--- src/rtl/timer_sched.sv ---
// Multi-channel periodic/one-shot tick scheduler with a round-robin event port.
// Define TIMER_OVERRUN_EN to add per-channel sticky overrun flags (o_overrun).
module timer_sched #(
  parameter int ICLK_FREQ = 50_000_000,
  parameter int TICK_FREQ = 1000,
  parameter int NCH       = 4,
  parameter int CW        = 16
) (
  input  logic                   i_clk,
  input  logic                   i_reset,
  input  logic                   i_cfg_we,
  input  logic [$clog2(NCH)-1:0] i_cfg_ch,
  input  logic [CW-1:0]          i_cfg_period,
  input  logic                   i_cfg_en,
  input  logic                   i_cfg_oneshot,
  output logic                   o_tick,
  output logic                   o_evt_valid,
  output logic [$clog2(NCH)-1:0] o_evt_ch,
  input  logic                   i_evt_ready,
`ifdef TIMER_OVERRUN_EN
  output logic [NCH-1:0]         o_pending,
  output logic [NCH-1:0]         o_overrun
`else
  output logic [NCH-1:0]         o_pending
`endif
);

  localparam int CHW = $clog2(NCH);
  localparam int PT  = ICLK_FREQ / TICK_FREQ - 1;
  localparam int PW  = (PT > 0) ? $clog2(PT + 1) : 1;

  typedef enum logic {S_IDLE, S_PRESENT} state_t;

  logic [PW-1:0]  presc;
  logic [PW-1:0]  presc_nxt;
  logic [CW-1:0]  period [NCH];
  logic [CW-1:0]  count  [NCH];
  logic [NCH-1:0] en;
  logic [NCH-1:0] oneshot;
  logic [NCH-1:0] pending;
  logic [NCH-1:0] wr;
  logic [NCH-1:0] expire;
  logic [NCH-1:0] acc;
  logic           evt_acc;
  logic [CHW-1:0] ptr;
  logic [CHW-1:0] ptr_inc;
  logic [CHW-1:0] grant_ch;
  logic           grant_found;
  int             idx;
  state_t         state;
  state_t         state_nxt;

  // Tick is registered one cycle ahead so it is high while presc==PT.
  assign presc_nxt = (presc == PW'(PT)) ? '0 : presc + PW'(1);

  always_ff @(posedge i_clk or posedge i_reset) begin
    if (i_reset) begin
      presc  <= '0;
      o_tick <= 1'b0;
    end else begin
      presc  <= presc_nxt;
      o_tick <= (presc_nxt == PW'(PT));
    end
  end

  assign evt_acc   = o_evt_valid && i_evt_ready;
  assign o_pending = pending;

  always_comb begin
    wr     = '0;
    expire = '0;
    acc    = '0;
    for (int c = 0; c < NCH; c++) begin
      wr[c]     = i_cfg_we && (i_cfg_ch == CHW'(c));
      expire[c] = o_tick && en[c] && !wr[c]
                  && (count[c] == CW'(1));
      acc[c]    = evt_acc && (o_evt_ch == CHW'(c));
    end
  end

  always_ff @(posedge i_clk or posedge i_reset) begin
    if (i_reset) begin
      for (int c = 0; c < NCH; c++) begin
        period[c] <= '0;
        count[c]  <= '0;
      end
      en      <= '0;
      oneshot <= '0;
      pending <= '0;
    end else begin
      for (int c = 0; c < NCH; c++) begin
        if (wr[c]) begin
          period[c]  <= i_cfg_period;
          count[c]   <= i_cfg_period;
          oneshot[c] <= i_cfg_oneshot;
          en[c]      <= i_cfg_en && (i_cfg_period != '0);
          pending[c] <= 1'b0;
        end else begin
          if (o_tick && en[c]) begin
            if (count[c] == CW'(1)) begin
              count[c] <= period[c];
              if (oneshot[c])
                en[c] <= 1'b0;
            end else begin
              count[c] <= count[c] - CW'(1);
            end
          end
          // Re-expiry beats a same-cycle accept.
          if (expire[c])
            pending[c] <= 1'b1;
          else if (acc[c])
            pending[c] <= 1'b0;
        end
      end
    end
  end

`ifdef TIMER_OVERRUN_EN
  always_ff @(posedge i_clk or posedge i_reset) begin
    if (i_reset) begin
      o_overrun <= '0;
    end else begin
      for (int c = 0; c < NCH; c++) begin
        if (wr[c])
          o_overrun[c] <= 1'b0;
        else if (expire[c] && pending[c] && !acc[c])
          o_overrun[c] <= 1'b1;
      end
    end
  end
`endif

  // First pending channel at or after the pointer, wrapping at NCH.
  always_comb begin
    grant_found = 1'b0;
    grant_ch    = '0;
    idx         = 0;
    for (int i = 0; i < NCH; i++) begin
      idx = int'(ptr) + i;
      if (idx >= NCH)
        idx = idx - NCH;
      if (!grant_found && pending[idx[CHW-1:0]]) begin
        grant_found = 1'b1;
        grant_ch    = idx[CHW-1:0];
      end
    end
  end

  assign ptr_inc = (o_evt_ch == CHW'(NCH - 1)) ? '0
                                              : o_evt_ch + CHW'(1);

  always_ff @(posedge i_clk or posedge i_reset) begin
    if (i_reset) begin
      state    <= S_IDLE;
      o_evt_ch <= '0;
      ptr      <= '0;
    end else begin
      state <= state_nxt;
      if (state == S_IDLE && grant_found)
        o_evt_ch <= grant_ch;
      if (evt_acc)
        ptr <= ptr_inc;
    end
  end

  always_comb begin
    state_nxt = state;
    unique case (state)
      S_IDLE:    if (grant_found) state_nxt = S_PRESENT;
      S_PRESENT: if (i_evt_ready) state_nxt = S_IDLE;
      default:   state_nxt = S_IDLE;
    endcase
  end

  always_comb begin
    o_evt_valid = (state == S_PRESENT);
  end

endmodule

--- config.mk ---
export PLATFORM = sky130hd
export DESIGN_NAME = timer_sched
export DESIGN_NICKNAME = d
export VERILOG_FILES = /design/src/rtl/timer_sched.sv
export SDC_FILE = /design/constraint.sdc
export NUM_CORES = 1
export LEC_CHECK = 0
export BUFFER_PORTS_ARGS = -buffer_cell sky130_fd_sc_hd__buf_2
export CAP_MARGIN = 20
export CORE_MARGIN = 2
export CORE_UTILIZATION = 30
export CTS_CLUSTER_SIZE = 16
export DETAILED_ROUTE_END_ITERATION = 16
export GPL_TIMING_DRIVEN = 1
export PLACE_DENSITY = 0.43
export SYNTH_ARGS = -nofsm -noshare
export SYNTH_HDL_FRONTEND = slang
export SYNTH_SLANG_ARGS = --single-unit
export TNS_END_PERCENT = 30
--- constraint.sdc ---
create_clock -name i_clk -period 7.1 [get_ports i_clk]
set_clock_uncertainty 0.05 [all_clocks]
set_input_delay 0.355 -clock i_clk [delete_from_list [all_inputs] [get_ports i_clk]]
set_output_delay 0.355 -clock i_clk [all_outputs]
set_load 0.03 [all_outputs]
---- Word level (Yosys, flattened, before mapping) ----
Index checks and enable logic that the tools add are counted.
operators by class
  bitwise operators ....................... 1
  eq/ne operators ......................... 12
  shifts and indexed selects .............. 0
  divide/modulo/power cells ............... 0
  $mul .................................... 0
  order comparisons ....................... 8
  reduce and logical (&&, ||, !) cells .... 56
  add/subtract/negate cells ............... 13
  muxes and demuxes ....................... 65
operators by type and width
  operator                                                            count
  two-way mux 16 bit                                                  13
  equality test 16 x 1 -> 1 bit (second input constant)               4
  subtractor 16 x 1 -> 16 bit (second input constant)                 4
  two-way mux 1 bit                                                   38
  equality test 16 bit (second input constant)                        2
  logical AND 1 bit                                                   26
  nonzero test 2 bit                                                  12
  two-way mux 2 bit                                                   9
  adder 16 x 1 -> 16 bit (second input constant)                      1
  nonzero test 16 bit                                                 1
  less-than comparator 2 x 3 -> 1 bit (second input constant)         4
  AND reduction 3 bit                                                 4
  nonzero test 3 bit                                                  4
  greater-or-equal comparator 3 bit (second input constant)           3
  binary-select mux 1 bit (select 2 bit)                              4
  equality test 2 bit (second input constant)                         4
  subtractor 2 x 1 -> 2 bit (second input constant)                   4
  zero test 1 bit                                                     7
  adder 2 x 2 -> 3 bit (second input constant)                        2
  equality test 2 x 1 -> 1 bit (second input constant)                2
  zero test 2 bit                                                     2
  adder 2 x 1 -> 3 bit (second input constant)                        1
  greater-or-equal comparator 2 x 3 -> 1 bit (second input constant)  1
  adder 2 x 1 -> 2 bit (second input constant)                        1
  2 further kinds                                                     2
storage, ports and cells
  bits in latches ......................... 0
  memories ................................ 0
  logic and storage cells ................. 180
  input port bits ......................... 24
  bits in read-only memories .............. 0
  bits in writable memories ............... 0
  register bits after elaboration ......... 162

---- Longest topological paths before layout ----
  depth after elaboration ................. 16
  depth in mapped cells ................... 9

---- Least setup slack after synthesis ----
OpenSTA, ideal clock, no wires.
  path type ............................... reg-to-reg
  start ................................... register count[16] (netlist name)
  end ..................................... register count[30] (netlist name)
  stages on the path, launching flop included .. 8
  buffers on the path ..................... 0
  path slack .............................. 4.771 ns
  data required time ...................... 6.916 ns
  setup time .............................. 0.134 ns
  arrival ................................. 2.145 ns
  cells stage by stage .................... dfrtp_1 inv_1 ha_1 nor3b_1 nand2_1 or4b_2 a221oi_1 a22oi_1
between the ends
  cells in the longest elaborated chain, start to end .. 4
  elaborated cells between the ends (all ways) .. 5
  those cells by class .................... add/sub: 1; eq/ne: 1; mux: 3
RTL lines
  item                                                                                 RTL line  RTL
  start, declared                                                                      37        logic [CW-1:0] count [NCH];
  start signal, assigned by index                                                      94        count[c] <= i_cfg_period;
  start signal, assigned by index                                                      101       count[c] <= period[c];
  start signal, assigned by index                                                      105       count[c] <= count[c] - CW'(1);
  subtractor 16 x 1 -> 16 bit / equality test 16 x 1 -> 1 bit (equally long branches)  105, 100
  two-way mux 16 bit *                                                                 100       if (count[c] == CW'(1)) begin
  two-way mux 16 bit *                                                                 99        if (o_tick && en[c]) begin
  two-way mux 16 bit *                                                                 92        if (wr[c]) begin
Every way passes the cells marked *; elsewhere a longest branch is shown, timed or not. The select of a mux whose other input is x is not followed.
A chain may end at the register's enable or synchronous reset.

---- Worst setup path in the final report ----
  start ................................... register count[6] (netlist name)
  end ..................................... register count[5] (netlist name)
between the ends
  cells in the longest elaborated chain, start to end .. 4
RTL lines
  item                           RTL line
  equality test 16 x 1 -> 1 bit  100
  two-way mux 16 bit             100
  two-way mux 16 bit             99
  two-way mux 16 bit             92
Every way passes these cells. The select of a mux whose other input is x is not followed.

==> flow_summary.toml <==
[hold_path]
hold_path.class = "primary input to async pin"

[setup_path]
worstPathArrival_ps = 3370
cp_top_family = "simple AND/OR/NAND/NOR gates"
critPathCaptureType = "flip-flop"
worst_setup_path_start_kind = "flip-flop"
critPathSlowestCell = "nand4_1"
critPathKind = "flip-flop to flip-flop"
crit_buf_inv = 0
critPathMaxStageDelay_ps = 1000
required_ps = 7350
cp_max_fo = 24
timing.critical_path.cells = "nor4_1 -> nand4_1 -> or3_1 -> o211ai_1 -> a32oi_1"

[place]
placer_congestion_estimate = 0.768
port-buffer-count = 31
post_dp_cell_area_mm2 = 0.00914
dpl.hpwl_mm = 16.4

[route]
first_drt_pass_iteration_count = 5
drt-total-wl_mm = 25.8
drc = 0
drt_iter0_markers = 542
antenna_violating_nets_post_route = 0
viasPerCell = 5.15
dr_total_vias = 7215
avgRoutedWirePerCell_um = 18.4

[logic_synthesis]
synth_largest_type_area_fraction_pct = 46.7
yosysWarningCount = 0
synth.area.top_cells = "dfrtp_1 47%, nand2_1 12%, o21ai_0 2.9%, nor2_1 2.9%, clkbuf_1 2.4%"
postSynthAreaPerCell_um2 = 8.60
synthMostInstantiatedCell = "nand2_1"
synth.net_count = 1047
postSynthCellCount = 1010
ys_dominant_reg_cell = "dfrtp_1"
post_synth_num_cell_types = 61
synth_area_leader_cell = "dfrtp_1"
synth_common_cells = "267 x nand2_1, 162 x dfrtp_1, 68 x nor2_1"
synth.yosys.seq_area_share_pct = 46.7
asyncSetResetFlopFracSynth_pct = 100
synth-seq-cells = 162
post_synth_edffs = 0
synth_area_mm2 = 0.00868

[global_route]
grt_pass1_wl_mm = 42.3
number_of_antenna_violations_at_the_first_check_in_global_routing = 0
grt_pass1_vias = 7293
grt_util_all_layers_pct = 17.8
grt_start_max_net_pins = 92
grt_remaining_overflow = 0

[timing]
setup_viol = 0
post-route-period-util_pct = 43.8
total_negative_setup_slack_ps = 0
final.min_clock_period_ps = 3110
unrepaired_setup_endpoints_after_global_routing = "false"
timing_hold_violations_final = 0
max_slew_margin_pct = 29.1
worst-slew-pin-transition_ps = 1060
max_freq_ghz = 0.321
final-max-slew-violation-count = 0

[clock_tree]
clock_sinks = 162
cts-htree-levels = 4
inserted_clock_buffers = 17
cts_post_setup_buffers_inserted = 0
clkLatencyLatePin_ps = 440
clock_pin_slew_of_the_registers_on_the_worst_case_setup_and_hold_paths_ps = 70
cts_repair_resize_count = 0
cts_max_path_buffers = 2
tritoncts = "yes"
root_buffer = "clkbuf_16"
cts.hold.buffers_added = 0

[floorplan]
die_width_um = 174
io_pins = 32
fp.dieArea_mm2 = 0.0303
core_area_mm2 = 0.0286
number_of_placement_rows = 62
die-height_um = 174
floorplan.initialDensity_pct = 30.3

[status]
outcome = "finished, final reports clean"

[cells_and_area]
finish.instance_area_mm2 = 0.00976
syn2layout_area_growth_pct = 12.4
layout-drive-gt1-share_pct = 8.46
n_antenna_cell = 0
layout.nets = 1041

[pwr]
vdd.ir_drop.worst_mv = 0.155
power.density_mw_per_mm2 = 254
total_leakage_power_nw = 4.18

[flow_run]
cap_violations = 0
==> per-stage QoR <==
stage / worst slack (ps) / utilization (%) / hold WS (ps) / instances / total power, W
2_1_floorplan: 2320 / - / 387 / 1010 / 0.00138
3_3_place_gp: 4100 / 31.9 / 402 / 1369 / 0.00149
3_5_place_dp: 4050 / 31.9 / 406 / 1369 / 0.00149
4_1_cts: 4020 / 34.1 / 93.7 / 1400 / 0.00251
5_1_grt: 3700 / 34.1 / 143 / 1400 / 0.00261
6_report: 3990 / 34.1 / 65.8 / 1400 / 0.00247
==> logic make-up after synthesis <==
logic type / synth area share [%]
AOI/OAI and AO/OA: 15.4
xor gates and xnor gates: 4.03
adders and majority gates: 1.87
buffers and inverters: 3.54
DFF: 46.7
muxes: 1.22
and+or+nand+nor: 27.2
==> power by group <==
group / leakage, nW / switching [W] / internal (W) / total [W]
clock: 0.309 / 0.000414 / 0.000594 / 0.00101
sequential: 2.00 / 0.000119 / 0.00105 / 0.00117
combinational: 1.86 / 0.000174 / 0.000128 / 0.000302
==> worst paths after layout <==
kind / from / end / slack (ps) / depth (start not counted)
worst max-delay path: count[6] / count[5] / 3990 / 5
worst min-delay path: i_reset / count[49] / 70 / 2
worst max register to register: count[6] / count[5] / 3990 / 5
worst min register to register: period[16] / period[16] / 420 / 2
max in group asynchronous: i_reset / ptr[0] / 5430 / 3
min in group i_clk: i_cfg_oneshot / oneshot[3] / 140 / 3
==> flip-flops by register name, indices dropped and copies added (netlist names) <==
| register | cells |
|---|---|
| count | 64 |
| period | 64 |
| presc | 16 |
| en | 4 |
| o_pending | 4 |
| oneshot | 4 |
| o_evt_ch | 2 |
| ptr | 2 |
| o_evt_valid | 1 |
| o_tick | 1 |
==> cells in the final DEF (no fill, tap or decap), drive strengths merged, types with 4 or more instances in the layout <==
cell type and n:
o21a 5, a31oi 8, nor2b 4, and4 8, bufinv 4, ha 13, nor2 68, a221o 13
o22a 4, nand3 36, a22oi 9, or3b 4, nand4 14, or3 9, inv 22, nor3b 6
dfrtp 162, clkinv 4, and3 4, xnor2 22, o211ai 22, buf 38, o31ai 10, a21oi 35
nand2 267, xor2 18, nor3 22, nor4 27, mux2i 5, and2 10, or4 8, o221ai 6
o21ai 51, nor4b 5, clkbuf 17, mux2 5, a211oi 14
==> area by class of cell <==
class | instances | area (um2)
inverters | 16 | 65.1
well taps | 384 | 480
flip-flops and latches | 162 | 4050
clock inverters | 14 | 200
clock buffers | 17 | 425
fillers | 2969 | 18900
repair buffers | 38 | 208
multi-input cells | 769 | 4330
==> layer usage <==
layer  vias up  GRT usage, %  part of all wire, %
met2        95          28.9                   46
li1       3560             -                    -
met3        17          2.91                  2.4
met4         0          4.41                  1.2
met1      3543          24.9                   50
met5         -             0                    0
(Power assumes the default switching activity.)
